<file path="config.mk">
export PLATFORM = sky130hd
export DESIGN_NAME = fetch_unit
export DESIGN_NICKNAME = d
export VERILOG_FILES = /design/src/rtl/riscv_pkg.sv /design/src/rtl/fetch_unit.sv
export SDC_FILE = /design/constraint.sdc
export NUM_CORES = 1
export LEC_CHECK = 0
export CORE_MARGIN = 2
export CORE_UTILIZATION = 35
export DETAILED_ROUTE_END_ITERATION = 10
export PLACE_DENSITY = 0.64
export SKIP_LAST_GASP = 1
export SYNTH_ARGS = -nofsm -noshare
export SYNTH_HDL_FRONTEND = slang
export SYNTH_SLANG_ARGS = --single-unit
</file>
<file path="constraint.sdc">
create_clock -name clk -period 4.4 [get_ports clk]
set_input_delay 0.66 -clock clk [delete_from_list [all_inputs] [get_ports clk]]
set_output_delay 0.66 -clock clk [all_outputs]
set_load 0.05 [all_outputs]
</file>
<file path="src/rtl/riscv_pkg.sv">
// Shared RISC-V definitions: datapath width, NOP encoding, instruction field
// positions and the fetch FSM state type.
package riscv_pkg;

  localparam int XLEN = 32;

  localparam logic [31:0] NOP = 32'h0000_0013;

  localparam int OP_LSB = 0;
  localparam int OP_MSB = 6;
  localparam int F3_LSB = 12;
  localparam int F3_MSB = 14;
  localparam int F7_LSB = 25;
  localparam int F7_MSB = 31;

  typedef enum logic [1:0] {
    IDLE = 2'd0,
    REQ  = 2'd1,
    WAIT = 2'd2
  } fetch_state_e;

endpackage

</file>
<file path="src/rtl/fetch_unit.sv">
// Instruction fetch: owns the PC, issues one imem request at a time and holds
// the returned word in a one-entry valid/ready output register.
module fetch_unit #(
  parameter int              XLEN     = riscv_pkg::XLEN,
  parameter logic [XLEN-1:0] RESET_PC = '0
) (
  input  logic            clk,
  input  logic            rst,
  output logic            imem_req,
  output logic [XLEN-1:0] imem_addr,
  input  logic            imem_gnt,
  input  logic            imem_rvalid,
  input  logic [31:0]     imem_rdata,
  input  logic            redirect_valid,
  input  logic [XLEN-1:0] redirect_pc,
  input  logic            instr_ready,
  output logic            instr_valid,
  output logic [31:0]     instr,
  output logic [XLEN-1:0] instr_pc,
  output logic [6:0]      op,
  output logic [2:0]      funct3,
  output logic [6:0]      funct7
);
  import riscv_pkg::*;

  fetch_state_e    state_q;
  logic [XLEN-1:0] pc_q;
  logic [XLEN-1:0] pc_d;
  logic [XLEN-1:0] inflight_pc_q;
  logic [XLEN-1:0] instr_pc_q;
  logic [31:0]     instr_q;
  logic            instr_valid_q;
  logic            kill_q;
  logic            consume;
  logic            granted;

  // Requests only go out when the output register will be free by the time
  // the response lands, so an rvalid never needs to be back-pressured.
  assign imem_req  = (state_q == REQ) && (!instr_valid_q || instr_ready);
  assign imem_addr = pc_q;
  assign granted   = imem_req && imem_gnt;
  assign consume   = instr_valid_q && instr_ready;

  always_comb begin
    pc_d = pc_q;
    if (redirect_valid) begin
      pc_d = redirect_pc & ~XLEN'(3);
    end else if (granted) begin
      pc_d = pc_q + XLEN'(4);
    end
  end

  always_ff @(posedge clk or posedge rst) begin
    if (rst) begin
      state_q       <= IDLE;
      pc_q          <= RESET_PC;
      inflight_pc_q <= '0;
      kill_q        <= 1'b0;
      instr_valid_q <= 1'b0;
      instr_q       <= NOP;
      instr_pc_q    <= '0;
    end else begin
      pc_q <= pc_d;
      if (consume) begin
        instr_valid_q <= 1'b0;
      end
      case (state_q)
        IDLE: state_q <= REQ;
        REQ: begin
          if (granted) begin
            inflight_pc_q <= pc_q;
            state_q       <= WAIT;
            // A redirect on the grant cycle orphans the request just issued.
            if (redirect_valid) begin
              kill_q <= 1'b1;
            end
          end
        end
        WAIT: begin
          if (imem_rvalid) begin
            state_q <= REQ;
            kill_q  <= 1'b0;
            if (!kill_q && !redirect_valid) begin
              instr_q       <= imem_rdata;
              instr_pc_q    <= inflight_pc_q;
              instr_valid_q <= 1'b1;
            end
          end else if (redirect_valid) begin
            kill_q <= 1'b1;
          end
        end
        default: state_q <= IDLE;
      endcase
      if (redirect_valid) begin
        instr_valid_q <= 1'b0;
      end
    end
  end

  assign instr_valid = instr_valid_q;
  assign instr       = instr_q;
  assign instr_pc    = instr_pc_q;
  assign op          = instr_q[OP_MSB:OP_LSB];
  assign funct3      = instr_q[F3_MSB:F3_LSB];
  assign funct7      = instr_q[F7_MSB:F7_LSB];

endmodule

</file>
==> flow_summary.ini, run 1 <==
[min_path]
whs_path_depth = 2
min_path_type = reg2reg

[grt]
grt_pass1_vias = 4629
grt_pass1_wl_um = 24420
antenna_found_initial = 0
grt_overflow = 0
grt_start_max_net_pins = 110
grt.total_usage = 0.1772

[setup_path]
worstPathRequired_ns = 3.74
worst-path-buf-inv = 2
slowest_stage = clkdlybuf4s50_1
crit_arrival_ns = 2.40
crit_type = in2out
cpMostUsedCell = clkdlybuf4s50_1
reg2regPathDepth = 5
worstSetupPathDepth = 4
cp_top_family = buffers and inverters
crit_path_max_incr_delay_ns = 0.80
cp-end-kind = output port
cp_cell_sequence = clkdlybuf4s50_1 > nand2b_1 > and2_1 > clkdlybuf4s50_1
cp_max_fo = 9
cp-start-kind = input port

[sta]
slew_headroom = 0.3521
finClkSkew_ns = 0.009164
setup-violations-final = 0
rsz0062_at_grt = no
post-route-period-util = 0.6956
tightest_slew_ns = 0.9719
fmaxAchievable_mhz = 326.7
post-route-min-period_ns = 3.061
hold_violations = 0
tns_ns = 0
slew_viol_final = 0

[yosys]
synth_edf_count = 0
synth_top_area_cell = dfrtp_1
ys_seq_elements = 126
synth_top_area_share = 0.5299
yosys_most_used_dff = dfrtp_1
syn_inst = 535
ys_warn_count = 0
ys_seq_area_frac = 0.5435
syn_avg_cell_area_sq_um = 10.86
async_flop_share = 1.000
yosysUniqueCellTypes = 46
synth_top_cells_by_area = dfrtp_1 (53%), mux2_2 (12%), nand2_1 (6.9%), buf_4 (3.0%), nand3_1 (2.0%)
syn_area_sq_um = 5808

[routing]
wl_per_cell_um = 16.31
drt-total-wl_um = 14990
vias = 4651
drc = 0
routed_via_density = 5.061
drtIter0Drc = 260
ant_nets = 0
firstDrtPassIters = 4

[pwr]
irDropWorstVdd_mv = 0.3936
power_frac_seq = 0.302
power.internal_mw = 3.647
leakage_nw = 3.628
power.density_nw_per_um2 = 767.9
power_frac_clock = 0.237
comb_power_share = 0.461
sw_frac_of_total = 0.4222
power_switching_mw = 2.665
p_total_mw = 6.312

[final_layout]
diodes = 0
multiInputGateArea_sq_um = 2310
layout.nets = 759
n_fill_cell = 1442
regArea_sq_um = 3157
layout_commonest_cell = clkdlybuf4s50_1
drive_above_1_share = 0.1574
final_cell_mix = clkdlybuf4s50_1 (177), dfrtp_1 (123), nand2_1 (107)
areaGrowthSynthToFinish_pct = 41.51

[clock_tree]
clk_pin_slew_ns = 0.05
numCtsBuffers = 17
cts_setup_buffers = 0
ctsHoldBuffers = 0
ctsResizeCount = 0
clock_sinks = 126
clock_path_buffers = 2
cts_root_buf = clkbuf_16
cts-htree-levels = 4
cts_tree = yes
insertion_delay_ns = 0.42

[floorplanning]
num_rows = 47
die_area_sq_um = 17640
start_util = 0.3540
fp.dieH_um = 132.8
io_pins = 185
core_area_sq_um = 16410
die_x_um = 132.8

[placed_design]
dp_hpwl_um = 10380
gp_congestion = 0.8280
portBuffers = 178

[flow_run]
maxCapViolations = 0

[status]
status = complete, no violations
-- logic make-up (layout without fill, tap and decap cells) --
logic type,Yosys count,count (layout),share of synthesized area
xor gates and xnor gates,4,4,0.006033
muxes,63,63,0.1219
AOI/OAI and AO/OA,58,58,0.07238
adders and majority gates,1,1,0.002154
other,1,4,0.0006457
buffers and inverters,58,219,0.06075
DFF,126,126,0.5435
and+or+nand+nor,224,224,0.1926
-- power groups by stage --
stage | clock (mW) | combinational (mW) | sequential, mW
2_1_floorplan | 0 | 1.02 | 2.93
3_3_place_gp | 0 | 2.90 | 1.90
3_5_place_dp | 0 | 2.93 | 1.93
4_1_cts | 1.53 | 2.94 | 1.91
5_1_grt | 1.58 | 3.06 | 1.98
6_report | 1.49 | 2.91 | 1.91
-- per-stage QoR --
stage | hold WS, ns | cell area [sq um] | setup WS (ns) | util | cells
after floorplan | 0.4418 | 5819 | 0.3890 | - | 538
after global placement | 0.4563 | 7587 | 1.283 | 0.4624 | 889
after detailed placement | 0.4593 | 7587 | 1.248 | 0.4624 | 889
after CTS | 0.4744 | 8219 | 1.347 | 0.5010 | 919
after global routing | 0.4904 | 8219 | 1.281 | 0.5010 | 919
final | 0.4684 | 8219 | 1.339 | 0.5010 | 919
-- registers in the layout, indices dropped and copies added, names as in the netlist --
name	count
imem_addr	30
inflight_pc_q	30
instr	32
instr_pc	30
instr_valid	1
kill_q	1
state_q	2
-- metal layers --
metal / track usage / routed length (um) / part of all wire / vias up
met5: 0 / 0 / 0 / -
met4: 0.07407 / 328 / 0.022 / 0
met3: 0.04674 / 949 / 0.063 / 21
met2: 0.2835 / 7138 / 0.48 / 178
met1: 0.2282 / 6575 / 0.44 / 2259
li1: - / - / - / 2193
-- synthesized netlist by cell type, types with 7 or more instances --
master,number
nor2b_1,9
o31ai_1,12
buf_1,7
mux2_2,62
buf_2,9
nor2_1,16
clkbuf_1,9
o21ai_0,12
nand3_1,23
nand4_1,16
dfrtp_1,123
nor3_1,10
nand2_1,107
or4_1,12
a31oi_1,8
buf_4,23
and3_1,7
a22oi_1,8
-- layout make-up --
cell class | instances | share of cell area
Clock buffer | 24 | 0.06104
Multi-Input combinational cell | 354 | 0.2810
Tap cell | 220 | 0.03349
Sequential cell | 126 | 0.3841
Inverter | 5 | 0.002892
Timing Repair Buffer | 184 | 0.2216
Clock inverter | 6 | 0.01583
-- final timing paths --
| check | end | slack, ns | start |
|---|---|---|---|
| worst max-delay path | imem_req | 1.34 | instr_ready |
| worst min-delay path | inflight_pc_q[12]$_DFFE_PP0P_ | 0.47 | inflight_pc_q[12]$_DFFE_PP0P_ |
| worst max register to register | imem_addr[23]$_DFFE_PP0P_ | 1.82 | state_q[1]$_DFFE_PP0P_ |
| worst min register to register | inflight_pc_q[12]$_DFFE_PP0P_ | 0.47 | inflight_pc_q[12]$_DFFE_PP0P_ |
| max in group asynchronous | inflight_pc_q[24]$_DFFE_PP0P_ | 2.70 | rst |
| min in group asynchronous | instr[10]$_DFFE_PP0P_ | 0.85 | rst |
-- tightest hold or removal path, delay by kind of cell (launching register included) --
family,cells,cell delay (ns)
and+or+nand+nor,2,0.10
DFF,1,0.33
Power figures use the tool's default switching activity.
==> run 2, diff against run 1 <==
Clock period 4.4 ns to 3.1 ns, I/O delays scaled along.
==> run 2 against run 1 <==
  * Clock power up 40%
  * Combinational power is 43% higher
  * Largest power group unchanged
  * Final area increased by 0.56%
  * Critical path depth fell by 1
  * Largest cell class unchanged
  * Clock skew is essentially flat
  * Utilization is 0.28 points higher
  * First-iteration DRC count up 50%
  * Register-to-register slack got worse by 1.1 ns
  * Sequential power increased by 41%
  * Power grew 42%
==> flow_summary.ini, run 2 (synthesis gave the netlist of run 1 again) <==
[setup_path]
cp-end-kind = output port
cp_max_fo = 8
reg2regPathDepth = 5
worstPathRequired_ns = 2.63
crit_start = state_q[1]$_DFFE_PP0P_
cp-start-kind = flop
r2r_start = state_q[1]$_DFFE_PP0P_
crit_type = reg2out
crit_arrival_ns = 2.26

[pwr]
power_switching_mw = 3.811
power.density_nw_per_um2 = 1083
comb_power_share = 0.465
sw_frac_of_total = 0.4259
power_frac_seq = 0.302
power_frac_clock = 0.233
power.internal_mw = 5.137
leakage_nw = 3.639
irDropWorstVdd_mv = 0.5044

[floorplanning]
die_x_um = 132.8
fp.dieH_um = 132.8
die_area_sq_um = 17640
num_rows = 47
core_area_sq_um = 16410
start_util = 0.3540
io_pins = 185

[routing]
ant_nets = 0
drt-total-wl_um = 15310
wl_per_cell_um = 16.54
drtIter0Drc = 389
drc = 0
vias = 4748
firstDrtPassIters = 5
routed_via_density = 5.127

[sta]
hold_slack_ns = 0.4733
fmaxAchievable_mhz = 367.0
setup-violations-final = 0
finClkSkew_ns = 0.008770
hold_violations = 0
slew_viol_final = 0
slew_headroom = 0.5304
post-route-min-period_ns = 2.725
fin_ws_ns = 0.3749
tightest_slew_ns = 0.7044
post-route-period-util = 0.8791
tns_ns = 0
rsz0062_at_grt = no

[clock_tree]
insertion_delay_ns = 0.41
numCtsBuffers = 17
cts_tree = yes
cts-htree-levels = 4
ctsResizeCount = 0
clk_pin_slew_ns = 0.05
ctsHoldBuffers = 0
clock_path_buffers = 2
cts_setup_buffers = 0
cts_root_buf = clkbuf_16
clock_sinks = 126

[placed_design]
post-place-ws_ns = 0.3627
dp_hpwl_um = 10610
gp_congestion = 0.8354
post-place-cells = 895
portBuffers = 178

[final_layout]
largest_reg_flops = 32
layout.nets = 765
diodes = 0
areaGrowthSynthToFinish_pct = 42.31
multiInputGateArea_sq_um = 2310
instances_no_fill = 926
drive_above_1_share = 0.1657
final_core_util = 0.5038
layout_commonest_cell = clkdlybuf4s50_1
regArea_sq_um = 3157
n_fill_cell = 1444
final_cell_mix = clkdlybuf4s50_1 (177), dfrtp_1 (123), nand2_1 (107)

[status]
status = complete, no violations

[grt]
grt_pass1_vias = 4766
antenna_found_initial = 0
grt_pass1_wl_um = 25050
grt.total_usage = 0.1797
grt_start_max_net_pins = 127
grt_overflow = 0

[min_path]
whs_path_depth = 2
min_path_type = reg2reg
hold_start = inflight_pc_q[12]$_DFFE_PP0P_

[flow_run]
maxCapViolations = 0
==> run 2: changes by cell type in the layout (fill, tap and decap cells not counted) <==
cell / previous run / this run
clkbuf_8: 5 / 2
buf_12: 0 / 1
clkinvlp_4: 0 / 4
buf_4: 6 / 11
==> run 2: stage by stage <==
step                      instance area (sq um)  power (mW)
after floorplan                            5823       5.610
after global placement                     7644       6.836
after detailed placement                   7644       6.935
after CTS                                  8265       9.051
after global routing                       8265       9.380
final                                      8265       8.948
==> run 2: critical path: stages, from the launching register on <==
cell             delay, ns
dfrtp_1               0.39
nor2b_1               0.45
and2_1                0.21
clkdlybuf4s50_1       0.80
==> run 2: final cells by class <==
type	count	area share
sequential	126	0.3819
tap	220	0.03330
timing repair buffer	190	0.2274
clock buffer	21	0.05571
clock inverter	10	0.01953
multi-input combinational	354	0.2794
inverter	5	0.002725
==> run 2: path summary, 6_finish.rpt <==
kind,end,slack (ns)
setup / recovery,imem_req,0.37
hold reg to reg,inflight_pc_q[12]$_DFFE_PP0P_,0.47
setup reg to reg,imem_addr[23]$_DFFE_PP0P_,0.74
hold / removal,inflight_pc_q[12]$_DFFE_PP0P_,0.47
max in group asynchronous,inflight_pc_q[14]$_DFFE_PP0P_,1.96
min in group asynchronous,instr[13]$_DFFE_PP0P_,0.59
==> run 2: metal layers <==
metal / track usage / part of all wire / wire [um] / vias to the layer above
li1: - / - / - / 2212
met1: 0.2302 / 0.43 / 6521 / 2325
met2: 0.2904 / 0.50 / 7590 / 186
met3: 0.04330 / 0.056 / 862 / 25
met4: 0.07826 / 0.022 / 337 / 0
met5: 0 / 0 / 0 / -
==> run 2: power by group through the flow <==
stage | logic, mW | registers (mW) | clock network [mW]
after global placement | 4.14 | 2.70 | 0
after CTS | 4.20 | 2.71 | 2.14
final | 4.16 | 2.70 | 2.09
after global routing | 4.37 | 2.80 | 2.21
after floorplan | 1.45 | 4.16 | 0
after detailed placement | 4.19 | 2.74 | 0
